==> src/rtl/mult_seq_gen_pkg.sv <==
// -----------------------------------------------------------------------------
// mult_seq_pkg
// Shared definitions for the sequential chunked multiplier:
//   - mult_state_t : controller state encoding (IDLE, CALC, SIGN, DONE)
//   - DEF_*        : default operand and chunk widths
//   - clog2_min1   : index/counter width helper that never returns 0
// -----------------------------------------------------------------------------
package mult_seq_pkg;

    typedef enum logic [1:0] {
        ST_IDLE = 2'd0,
        ST_CALC = 2'd1,
        ST_SIGN = 2'd2,
        ST_DONE = 2'd3
    } mult_state_t;

    localparam int DEF_A_W  = 32;
    localparam int DEF_B_W  = 32;
    localparam int DEF_A_CH = 8;
    localparam int DEF_B_CH = 16;

    // A counter that only ever holds 0 still needs one bit.
    function automatic int clog2_min1(input int n);
        return (n <= 1) ? 1 : $clog2(n);
    endfunction

endpackage

==> src/rtl/mult_seq_gen_if.sv <==
// -----------------------------------------------------------------------------
// mult_seq_gen_if
// Request/response bundle of the sequential multiplier.
//   start       : request a new multiply (master -> slave)
//   signed_mode : 1 = two's-complement operands, sampled with start
//   a, b        : operands, sampled with start
//   busy        : operation in progress (slave -> master)
//   done        : one-cycle pulse, product valid
//   product     : result register, held until the next accepted start
// -----------------------------------------------------------------------------
interface mult_seq_gen_if #(
    parameter int A_W = 32,
    parameter int B_W = 32
);
    logic                 start;
    logic                 signed_mode;
    logic [A_W-1:0]       a;
    logic [B_W-1:0]       b;
    logic                 busy;
    logic                 done;
    logic [A_W+B_W-1:0]   product;

    modport master (
        output start, signed_mode, a, b,
        input  busy, done, product
    );

    modport slave (
        input  start, signed_mode, a, b,
        output busy, done, product
    );
endinterface

==> src/rtl/mult_seq_gen_ctrl.sv <==
// -----------------------------------------------------------------------------
// mult_seq_gen_ctrl
// FSM and step counter of the sequential multiplier.
//   clk, reset : clock (rising edge), asynchronous active-high reset
//   start      : new-operation request (honoured in IDLE and DONE only)
//   load       : latch operands / clear product this edge
//   calc_en    : accumulate the partial product selected by a_idx/b_idx
//   sign_en    : apply the sign correction this edge
//   busy, done : status (busy in CALC/SIGN, done in DONE)
//   a_idx      : A chunk index  = k mod NA (inner loop)
//   b_idx      : B chunk index  = k div NA (outer loop)
// -----------------------------------------------------------------------------
module mult_seq_gen_ctrl
    import mult_seq_pkg::*;
#(
    parameter int NA   = 4,
    parameter int NB   = 2,
    parameter int IA_W = 2,
    parameter int IB_W = 1
) (
    input  logic            clk,
    input  logic            reset,
    input  logic            start,
    output logic            load,
    output logic            calc_en,
    output logic            sign_en,
    output logic            busy,
    output logic            done,
    output logic [IA_W-1:0] a_idx,
    output logic [IB_W-1:0] b_idx
);

    localparam int STEPS = NA * NB;
    localparam int CNT_W = clog2_min1(STEPS);

    mult_state_t      state_reg, state_next;
    logic [CNT_W-1:0] k_reg, k_next;
    logic             last_step;

    always_ff @(posedge clk or posedge reset) begin
        if (reset) begin
            state_reg <= ST_IDLE;
            k_reg     <= '0;
        end else begin
            state_reg <= state_next;
            k_reg     <= k_next;
        end
    end

    assign last_step = (k_reg == CNT_W'(STEPS - 1));

    always_comb begin
        state_next = state_reg;
        k_next     = k_reg;
        load       = 1'b0;
        calc_en    = 1'b0;
        sign_en    = 1'b0;
        busy       = 1'b0;
        done       = 1'b0;
        case (state_reg)
            ST_IDLE: begin
                if (start) begin
                    load       = 1'b1;
                    k_next     = '0;
                    state_next = ST_CALC;
                end
            end
            ST_CALC: begin
                busy    = 1'b1;
                calc_en = 1'b1;
                if (last_step) begin
                    k_next     = '0;
                    state_next = ST_SIGN;
                end else begin
                    k_next = k_reg + CNT_W'(1);
                end
            end
            ST_SIGN: begin
                busy       = 1'b1;
                sign_en    = 1'b1;
                state_next = ST_DONE;
            end
            ST_DONE: begin
                done = 1'b1;
                // A start seen here chains straight into the next operation.
                if (start) begin
                    load       = 1'b1;
                    k_next     = '0;
                    state_next = ST_CALC;
                end else begin
                    state_next = ST_IDLE;
                end
            end
            default: begin
                state_next = ST_IDLE;
            end
        endcase
    end

    // A chunks form the inner loop, B chunks the outer loop.
    assign a_idx = IA_W'(k_reg % NA);
    assign b_idx = IB_W'(k_reg / NA);

endmodule

==> src/rtl/mult_seq_gen.sv <==
// -----------------------------------------------------------------------------
// mult_seq_gen
// Sequential multiplier: one A_CH x B_CH unsigned partial product per cycle
// over the magnitudes of the operands, followed by a single sign-correction
// cycle. With start taken at one edge, done is high in the cycle that is
// sampled STEPS+2 edges later.
//   clk   : clock, rising edge
//   reset : asynchronous, active-high; clears state, product and sign flag
//   bus   : mult_seq_gen_if slave (start, signed_mode, a, b, busy, done,
//           product)
// -----------------------------------------------------------------------------
module mult_seq_gen
    import mult_seq_pkg::*;
#(
    parameter int A_W  = DEF_A_W,
    parameter int B_W  = DEF_B_W,
    parameter int A_CH = DEF_A_CH,
    parameter int B_CH = DEF_B_CH
) (
    input  logic            clk,
    input  logic            reset,
    mult_seq_gen_if.slave   bus
);

    localparam int NA   = A_W / A_CH;
    localparam int NB   = B_W / B_CH;
    localparam int P_W  = A_W + B_W;
    localparam int PP_W = A_CH + B_CH;
    localparam int IA_W = clog2_min1(NA);
    localparam int IB_W = clog2_min1(NB);

    generate
        if ((A_W % A_CH) != 0) begin : g_bad_a_ch
            $error("mult_seq_gen: A_W must be a multiple of A_CH");
        end
        if ((B_W % B_CH) != 0) begin : g_bad_b_ch
            $error("mult_seq_gen: B_W must be a multiple of B_CH");
        end
    endgenerate

    logic [A_W-1:0]  a_mag_reg;
    logic [B_W-1:0]  b_mag_reg;
    logic            neg_reg;
    logic [P_W-1:0]  product_reg;

    logic            load, calc_en, sign_en, busy, done;
    logic [IA_W-1:0] a_idx;
    logic [IB_W-1:0] b_idx;

    mult_seq_gen_ctrl #(
        .NA   (NA),
        .NB   (NB),
        .IA_W (IA_W),
        .IB_W (IB_W)
    ) u_ctrl (
        .clk     (clk),
        .reset   (reset),
        .start   (bus.start),
        .load    (load),
        .calc_en (calc_en),
        .sign_en (sign_en),
        .busy    (busy),
        .done    (done),
        .a_idx   (a_idx),
        .b_idx   (b_idx)
    );

    // Operand magnitudes. Negating the most negative value wraps back onto
    // itself, which read as unsigned is exactly 2^(W-1), so no special case.
    logic [A_W-1:0] a_abs;
    logic [B_W-1:0] b_abs;
    logic           neg_in;

    assign a_abs  = (bus.signed_mode && bus.a[A_W-1]) ? (~bus.a + A_W'(1)) : bus.a;
    assign b_abs  = (bus.signed_mode && bus.b[B_W-1]) ? (~bus.b + B_W'(1)) : bus.b;
    assign neg_in = bus.signed_mode & (bus.a[A_W-1] ^ bus.b[B_W-1]);

    // Chunk views of the latched magnitudes.
    logic [A_CH-1:0] a_chunks [NA];
    logic [B_CH-1:0] b_chunks [NB];

    genvar gi;
    generate
        for (gi = 0; gi < NA; gi++) begin : g_a_chunk
            assign a_chunks[gi] = a_mag_reg[gi*A_CH +: A_CH];
        end
        for (gi = 0; gi < NB; gi++) begin : g_b_chunk
            assign b_chunks[gi] = b_mag_reg[gi*B_CH +: B_CH];
        end
    endgenerate

    logic [A_CH-1:0] a_chunk;
    logic [B_CH-1:0] b_chunk;
    logic [PP_W-1:0] partial;
    logic [31:0]     shift_amt;
    logic [P_W-1:0]  partial_shifted;

    assign a_chunk         = a_chunks[a_idx];
    assign b_chunk         = b_chunks[b_idx];
    assign partial         = PP_W'(a_chunk) * PP_W'(b_chunk);
    assign shift_amt       = 32'(a_idx) * A_CH + 32'(b_idx) * B_CH;
    assign partial_shifted = P_W'(partial) << shift_amt;

    // The magnitude product is below 2^(A_W+B_W), so the running sum never
    // overflows the product register.
    always_ff @(posedge clk or posedge reset) begin
        if (reset) begin
            a_mag_reg   <= '0;
            b_mag_reg   <= '0;
            neg_reg     <= 1'b0;
            product_reg <= '0;
        end else if (load) begin
            a_mag_reg   <= a_abs;
            b_mag_reg   <= b_abs;
            neg_reg     <= neg_in;
            product_reg <= '0;
        end else if (calc_en) begin
            product_reg <= product_reg + partial_shifted;
        end else if (sign_en && neg_reg) begin
            product_reg <= ~product_reg + P_W'(1);
        end
    end

    assign bus.busy    = busy;
    assign bus.done    = done;
    assign bus.product = product_reg;

endmodule

==> src/flat_wrapper.sv <==
// flat-port wrapper written by rule: the top's interface ports become plain ports
module mult_seq_gen_flat import mult_seq_pkg::*;
#(
    parameter int A_W  = DEF_A_W,
    parameter int B_W  = DEF_B_W,
    parameter int A_CH = DEF_A_CH,
    parameter int B_CH = DEF_B_CH
)
  (clk, reset, bus_start, bus_signed_mode, bus_a, bus_b, bus_busy, bus_done, bus_product);
  mult_seq_gen_if #(.A_W(A_W), .B_W(B_W)) bus_i ();
  input  logic clk;
  input  logic reset;
  input wire logic [$bits(bus_i.start)-1:0] bus_start;
  input wire logic [$bits(bus_i.signed_mode)-1:0] bus_signed_mode;
  input wire logic [$bits(bus_i.a)-1:0] bus_a;
  input wire logic [$bits(bus_i.b)-1:0] bus_b;
  output wire logic [$bits(bus_i.busy)-1:0] bus_busy;
  output wire logic [$bits(bus_i.done)-1:0] bus_done;
  output wire logic [$bits(bus_i.product)-1:0] bus_product;
  assign bus_i.start = bus_start;
  assign bus_i.signed_mode = bus_signed_mode;
  assign bus_i.a = bus_a;
  assign bus_i.b = bus_b;
  assign bus_busy = bus_i.busy;
  assign bus_done = bus_i.done;
  assign bus_product = bus_i.product;
  mult_seq_gen #(.A_W(A_W), .B_W(B_W), .A_CH(A_CH), .B_CH(B_CH)) u_core (.clk(clk), .reset(reset), .bus(bus_i));
endmodule
==> config.mk <==
export PLATFORM = sky130hd
export DESIGN_NAME = mult_seq_gen_flat
export DESIGN_NICKNAME = d
export VERILOG_FILES = /design/src/rtl/mult_seq_gen_pkg.sv /design/src/rtl/mult_seq_gen_if.sv /design/src/rtl/mult_seq_gen_ctrl.sv /design/src/rtl/mult_seq_gen.sv /design/src/flat_wrapper.sv
export SDC_FILE = /design/constraint.sdc
export NUM_CORES = 1
export LEC_CHECK = 0
export BUFFER_PORTS_ARGS = -buffer_cell sky130_fd_sc_hd__clkbuf_2
export CAP_MARGIN = 40
export CORE_UTILIZATION = 45
export CTS_CLUSTER_SIZE = 10
export DETAILED_ROUTE_END_ITERATION = 16
export GPL_TIMING_DRIVEN = 0
export PLACE_DENSITY = 0.63
export SETUP_SLACK_MARGIN = 0.3
export SYNTH_ARGS = -nofsm -noshare
export SYNTH_HDL_FRONTEND = slang
export SYNTH_SLANG_ARGS = --single-unit
==> constraint.sdc <==
create_clock -name clk -period 11.3 [get_ports clk]
set_clock_uncertainty 0.1 [all_clocks]
set_input_delay 2.825 -clock clk [delete_from_list [all_inputs] [get_ports clk]]
set_output_delay 2.825 -clock clk [all_outputs]
set_load 0.02 [all_outputs]
# Word-level counts from Yosys, hierarchy flattened
# Index checks and enable logic that the tools add are counted.
# classes
addsub,6
n_mul,1
div,0
order_cmp,2
n_eq_ne,7
n_shift,1
muxes,24
bitwise,7
reduce_logical,10
# ops
cell,count
$mux 64,3
$add 32x1->32 const B,2
$add 64x1->64 const B,1
$add 64x64->64,1
$mux 32,2
$not 32->32,2
$not 64->64,1
$shl 24x32->64,1
$mux 16,3
$mul 8x16->24,1
$bmux 8 s2,1
$mux 8,2
$pmux 2 s4,1
$mux 1,7
$add 5x5->6,1
$mux 3,2
$pmux 3 s2,1
$eq 2x2->1 const B,2
$mux 2,2
$ne 2x2->1 const B,2
$reduce_and 2->1,2
$reduce_or 2->1,2
$add 3x1->3 const B,1
$eq 3x3->1 const B,1
12 further kinds,14
# totals
register_bits,134
latchBits,0
ram_bits,0
mem_bits_ro,0
input_bits,68
output_inout_bits,66
elab_cells,64
n_memories,0

# Logic depth before layout (Yosys ltp)
# logic_depth
ltp_word,9
mapped_depth,38
depth_no_buf,34

# Hierarchy
# From an unflattened synthesis, not the netlist that was laid out.
# unflattened
hier_cells,2101
area_unflattened_um2,16419.5
# by_module_without_submodules
module,n_inst,cells_per_inst,area_each_um2,seq_area_each_um2
mult_seq_gen,1,2069,16072.9,3228.1
mult_seq_gen_ctrl,1,32,346.6,125.1

# Least setup slack after synthesis
# OpenSTA, ideal clock, no wires.
# synth_timing
kind,register to register
startpoint,register u_core.u_ctrl.k_reg[1]
endpoint,register u_core.product_reg[61] (netlist: u_core.bus.product[61])
setup_ps,125
arrival_time_ps,8537
required_time_ps,11075
setup_slack_ps,2538
path_stages_with_launch,35
path_buffers,5
period_less_slack_ps,8762
cell_sequence,dfrtp_1 clkbuf_1 buf_1 mux2_2 o21ai_1 clkbuf_1 nor2_1 fa_1 fa_1 fa_1 inv_1 fa_1 inv_1 ha_1 a21o_1 a21oi_1 o31ai_1 o2111ai_1 nand2_1 mux2i_1 and3_1 clkbuf_1 o21ai_0 ha_1 clkbuf_1 a21oi_1 o21ai_0 a211oi_1 o21ai_0 or3b_2 a21oi_1 o31ai_1 a21oi_1 mux2i_1 a2111oi_0
# synth_via
elab_chain_len,9
elab_cells_between_ends,10
cone_classes,add/sub: 2; mul: 1; shift: 1; mux: 5; bitwise: 1
# synth_lines
item,line_no,rtl
"start, declared",mult_seq_gen_ctrl.sv:37,"logic [CNT_W-1:0] k_reg, k_next;"
"start signal, assigned",mult_seq_gen_ctrl.sv:46,k_reg <= k_next;
$not 2->3 (not written as such),mult_seq_gen.sv:98,assign a_chunk = a_chunks[a_idx];
$bmux 8 s2,mult_seq_gen.sv:98,
$mux 8 (not written as such) (2 in series),mult_seq_gen.sv:98,
$mul 8x16->24,mult_seq_gen.sv:100,assign partial = PP_W'(a_chunk) * PP_W'(b_chunk);
$shl 24x32->64 *,mult_seq_gen.sv:102,assign partial_shifted = P_W'(partial) << shift_amt;
$add 64x64->64 *,mult_seq_gen.sv:118,product_reg <= product_reg + partial_shifted;
$mux 64 *,mult_seq_gen.sv:117,end else if (calc_en) begin
$mux 64 *,mult_seq_gen.sv:112,end else if (load) begin
"end signal, assigned",mult_seq_gen.sv:118,
"end signal, assigned",mult_seq_gen.sv:120,product_reg <= ~product_reg + P_W'(1);
"end, declared",mult_seq_gen.sv:44,logic [P_W-1:0] product_reg;
# Every way passes the cells marked *; elsewhere a longest branch is shown, timed or not. The select of a mux whose other input is x is not followed.
# A chain may end at the register's enable or synchronous reset.

# Worst setup path after layout
# Ends and elaborated chain as after synthesis.

==> impl_metrics.env <==
export IMPL_status="complete, no violations"
export IMPL_crit_top_cell="fa_1"
export IMPL_required_ns=11.48
export IMPL_area_growth_pct=12.3
export IMPL_setup_viol=0
export IMPL_layout_drive_gt1_share=0.111
export IMPL_wl_per_cell_um=21.0
export IMPL_numCtsBuffers=17
export IMPL_wl_um=57600
export IMPL_synth_common_cells="nor2_1, nand2_1, o21ai_0, a21oi_1, inv_1"
export IMPL_synth_edff_count=0
export IMPL_clock_sinks=134
export IMPL_die_w_um=194
export IMPL_finalMaxSlewViolations=0
export IMPL_ys_seq_elements=134
export IMPL_antenna_found_initial=2
export IMPL_endpoint_kind="flop"
export IMPL_rows=69
export IMPL_start_kind="flop"
export IMPL_drcViolationCount=0
export IMPL_drtPass1Iterations=5
export IMPL_yosysMostFrequentCell="nor2_1"
export IMPL_hp_class="reg -> reg"
export IMPL_finalCritPeriodShare=0.954
export IMPL_worstPathArrival_ns=10.96
export IMPL_regArea_um2=3350
export IMPL_ys_seq_area_frac=0.203
export IMPL_maxSlewHeadroom=0.347
export IMPL_drv_cap=0
export IMPL_ant_nets=0
export IMPL_drt_iter0_markers=1324
export IMPL_grt_pass1_wl_um=89100
export IMPL_cts_clk_slew_worst_paths_ns=0.06
export IMPL_multi_input_comb_area_um2=12300
export IMPL_ys_top_cells_by_area="dfrtp_1, fa_1, ha_1, nor2_1, xnor2_1"
export IMPL_setup_tns_ns=0
export IMPL_crit_fanout=10
export IMPL_ys_types=77
export IMPL_synth_ff_type="dfrtp_1"
export IMPL_crit_path_max_incr_delay_ns=0.57
export IMPL_rrSetupSlack_ns=0.52
export IMPL_finalWorstPathRequiredPeriod_ns=10.78
export IMPL_ys_warn_count=0
export IMPL_min_delay_worst_endpoint="u_core.a_mag_reg[24]"
export IMPL_clock_path_buffers=2
export IMPL_dpl_hpwl_um=46300
export IMPL_worst_r2r_endpoint="u_core.bus.product[61]"
export IMPL_synth_top_area_frac=0.203
export IMPL_place_ws_ns=-0.163
export IMPL_worst_hold_startpoint="u_core.a_mag_reg[24]"
export IMPL_htreeDepth=4
export IMPL_fillers=3563
export IMPL_grt_pass1_vias=15600
export IMPL_start_util=0.462
export IMPL_track_usage=0.304
export IMPL_largest_reg_flops=64
export IMPL_worst_pin_slew_ns=0.952
export IMPL_min_path_cells=2
export IMPL_yosysTopAreaCell="dfrtp_1"
export IMPL_core_area_um2=35800
export IMPL_nets=2543
export IMPL_vias=16300
export IMPL_syn_inst=2105
export IMPL_finalWeightedCongestion=0.993
export IMPL_syn_num_nets=2376
export IMPL_clock_root_buffer="clkbuf_16"
export IMPL_gr_total_overflow=0
export IMPL_clock_latency_ns=0.44
export IMPL_die_h_um=194
export IMPL_synth_area_um2=16500
export IMPL_hold_viol_final=0
export IMPL_cts_tree="done"
export IMPL_portBuffers=133
export IMPL_path_depth=31
export IMPL_crit_buf_inv=5
export IMPL_postSynth_asyncResetShare=1.00
export IMPL_ios=134
export IMPL_die_area_um2=37500
export IMPL_syn_area_per_cell_um2=7.86
export IMPL_worst_slack_ns=0.522
export IMPL_grt_max_degree=74
export IMPL_viasPerCell=5.93
export IMPL_rsz0062_at_grt="yes"
export IMPL_fmax_mhz=92.8
export IMPL_r2r_cells=31
export IMPL_hold_slack_ns=0.377
export IMPL_worstReg2RegStart="u_core.u_ctrl.k_reg[1]"
export IMPL_slowest_stage="fa_1"
export IMPL_worstSetupPathType="reg -> reg"
export IMPL_cp_top_family="adder cells"
-- how the worst max path moves through the flow --
stage / end / slack (ns) / start
after CTS: u_core.bus.product[61] / 0.30 / u_core.u_ctrl.k_reg[1]
after floorplan: u_core.bus.product[61] / 2.54 / u_core.u_ctrl.k_reg[1]
after global placement: u_core.bus.product[61] / -0.21 / u_core.u_ctrl.k_reg[1]
after global routing: u_core.bus.product[61] / 0.17 / u_core.u_ctrl.k_reg[1]
after detailed placement: u_core.bus.product[61] / -0.16 / u_core.u_ctrl.k_reg[1]
final: u_core.bus.product[61] / 0.52 / u_core.u_ctrl.k_reg[1]
-- cell usage in the layout, fill, tap and decap left out, drive strengths merged, types with 15 or more instances in the layout --
master,instances
nor2,274
clkbuf,243
nand2,202
o21ai,180
a21oi,144
inv,141
dfrtp,134
ha,118
xnor2,109
fa,85
xor2,83
a21o,50
a211oi,44
o31ai,35
mux2i,34
nand3,28
buf,28
nor3,27
and3,22
and2,20
nand2b,19
a31oi,19
o21bai,19
or2,18
nor4,17
or3,16
o22ai,15
o41ai,15
-- metal layers --
metal  GRT usage  up-vias  share of wire
li1            -     7691              -
met1       0.431     7936           0.46
met2       0.470      598           0.45
met3      0.0564       75          0.073
met4      0.0910        0          0.022
met5           0        -              0
-- what timing repair did --
action,in CTS,in global routing
setup buffers,0,3
pin swaps,0,1
hold buffers,0,0
endpoints found under the hold margin,0,0
resized for setup,5,16
endpoints found under the setup margin,5,13
-- through the flow --
| stage | std cells | util | cell area [um2] |
|---|---|---|---|
| 2_1_floorplan | 2105 | - | 16500 |
| 3_3_place_gp | 2699 | 0.496 | 17800 |
| 3_5_place_dp | 2712 | 0.500 | 17900 |
| 4_1_cts | 2743 | 0.516 | 18500 |
| 5_1_grt | 2745 | 0.518 | 18600 |
| 6_report | 2747 | 0.519 | 18600 |
-- layout make-up --
cell class,count,share of cell area
Antenna cell,2,0.000269
Buffer,104,0.0232
Clock buffer,18,0.0231
Clock inverter,13,0.00801
Inverter,138,0.0282
Multi-Input combinational cell,1728,0.662
Sequential cell,134,0.180
Tap cell,461,0.0310
Timing Repair Buffer,149,0.0438
-- tightest hold or removal path: cells and delay by family (launching register included) --
kind	cells	cell delay, ns
compound gates	1	0.06
flops	1	0.34
simple gates	1	0.04
-- cells by family (layout without fill, tap and decap cells) --
group / after synthesis / count (layout) / share of synthesized area
mux: 47 / 47 / 0.0294
simple gates: 690 / 690 / 0.191
compound gates: 596 / 596 / 0.226
flops: 134 / 134 / 0.203
xor+xnor: 192 / 192 / 0.102
fa+ha+maj: 203 / 203 / 0.192
buf+inv: 243 / 422 / 0.0573
other cells: 0 / 2 / 0
Power is not shown: default switching activity piles up to over one toggle a cycle in this logic, so the estimate is an artifact.
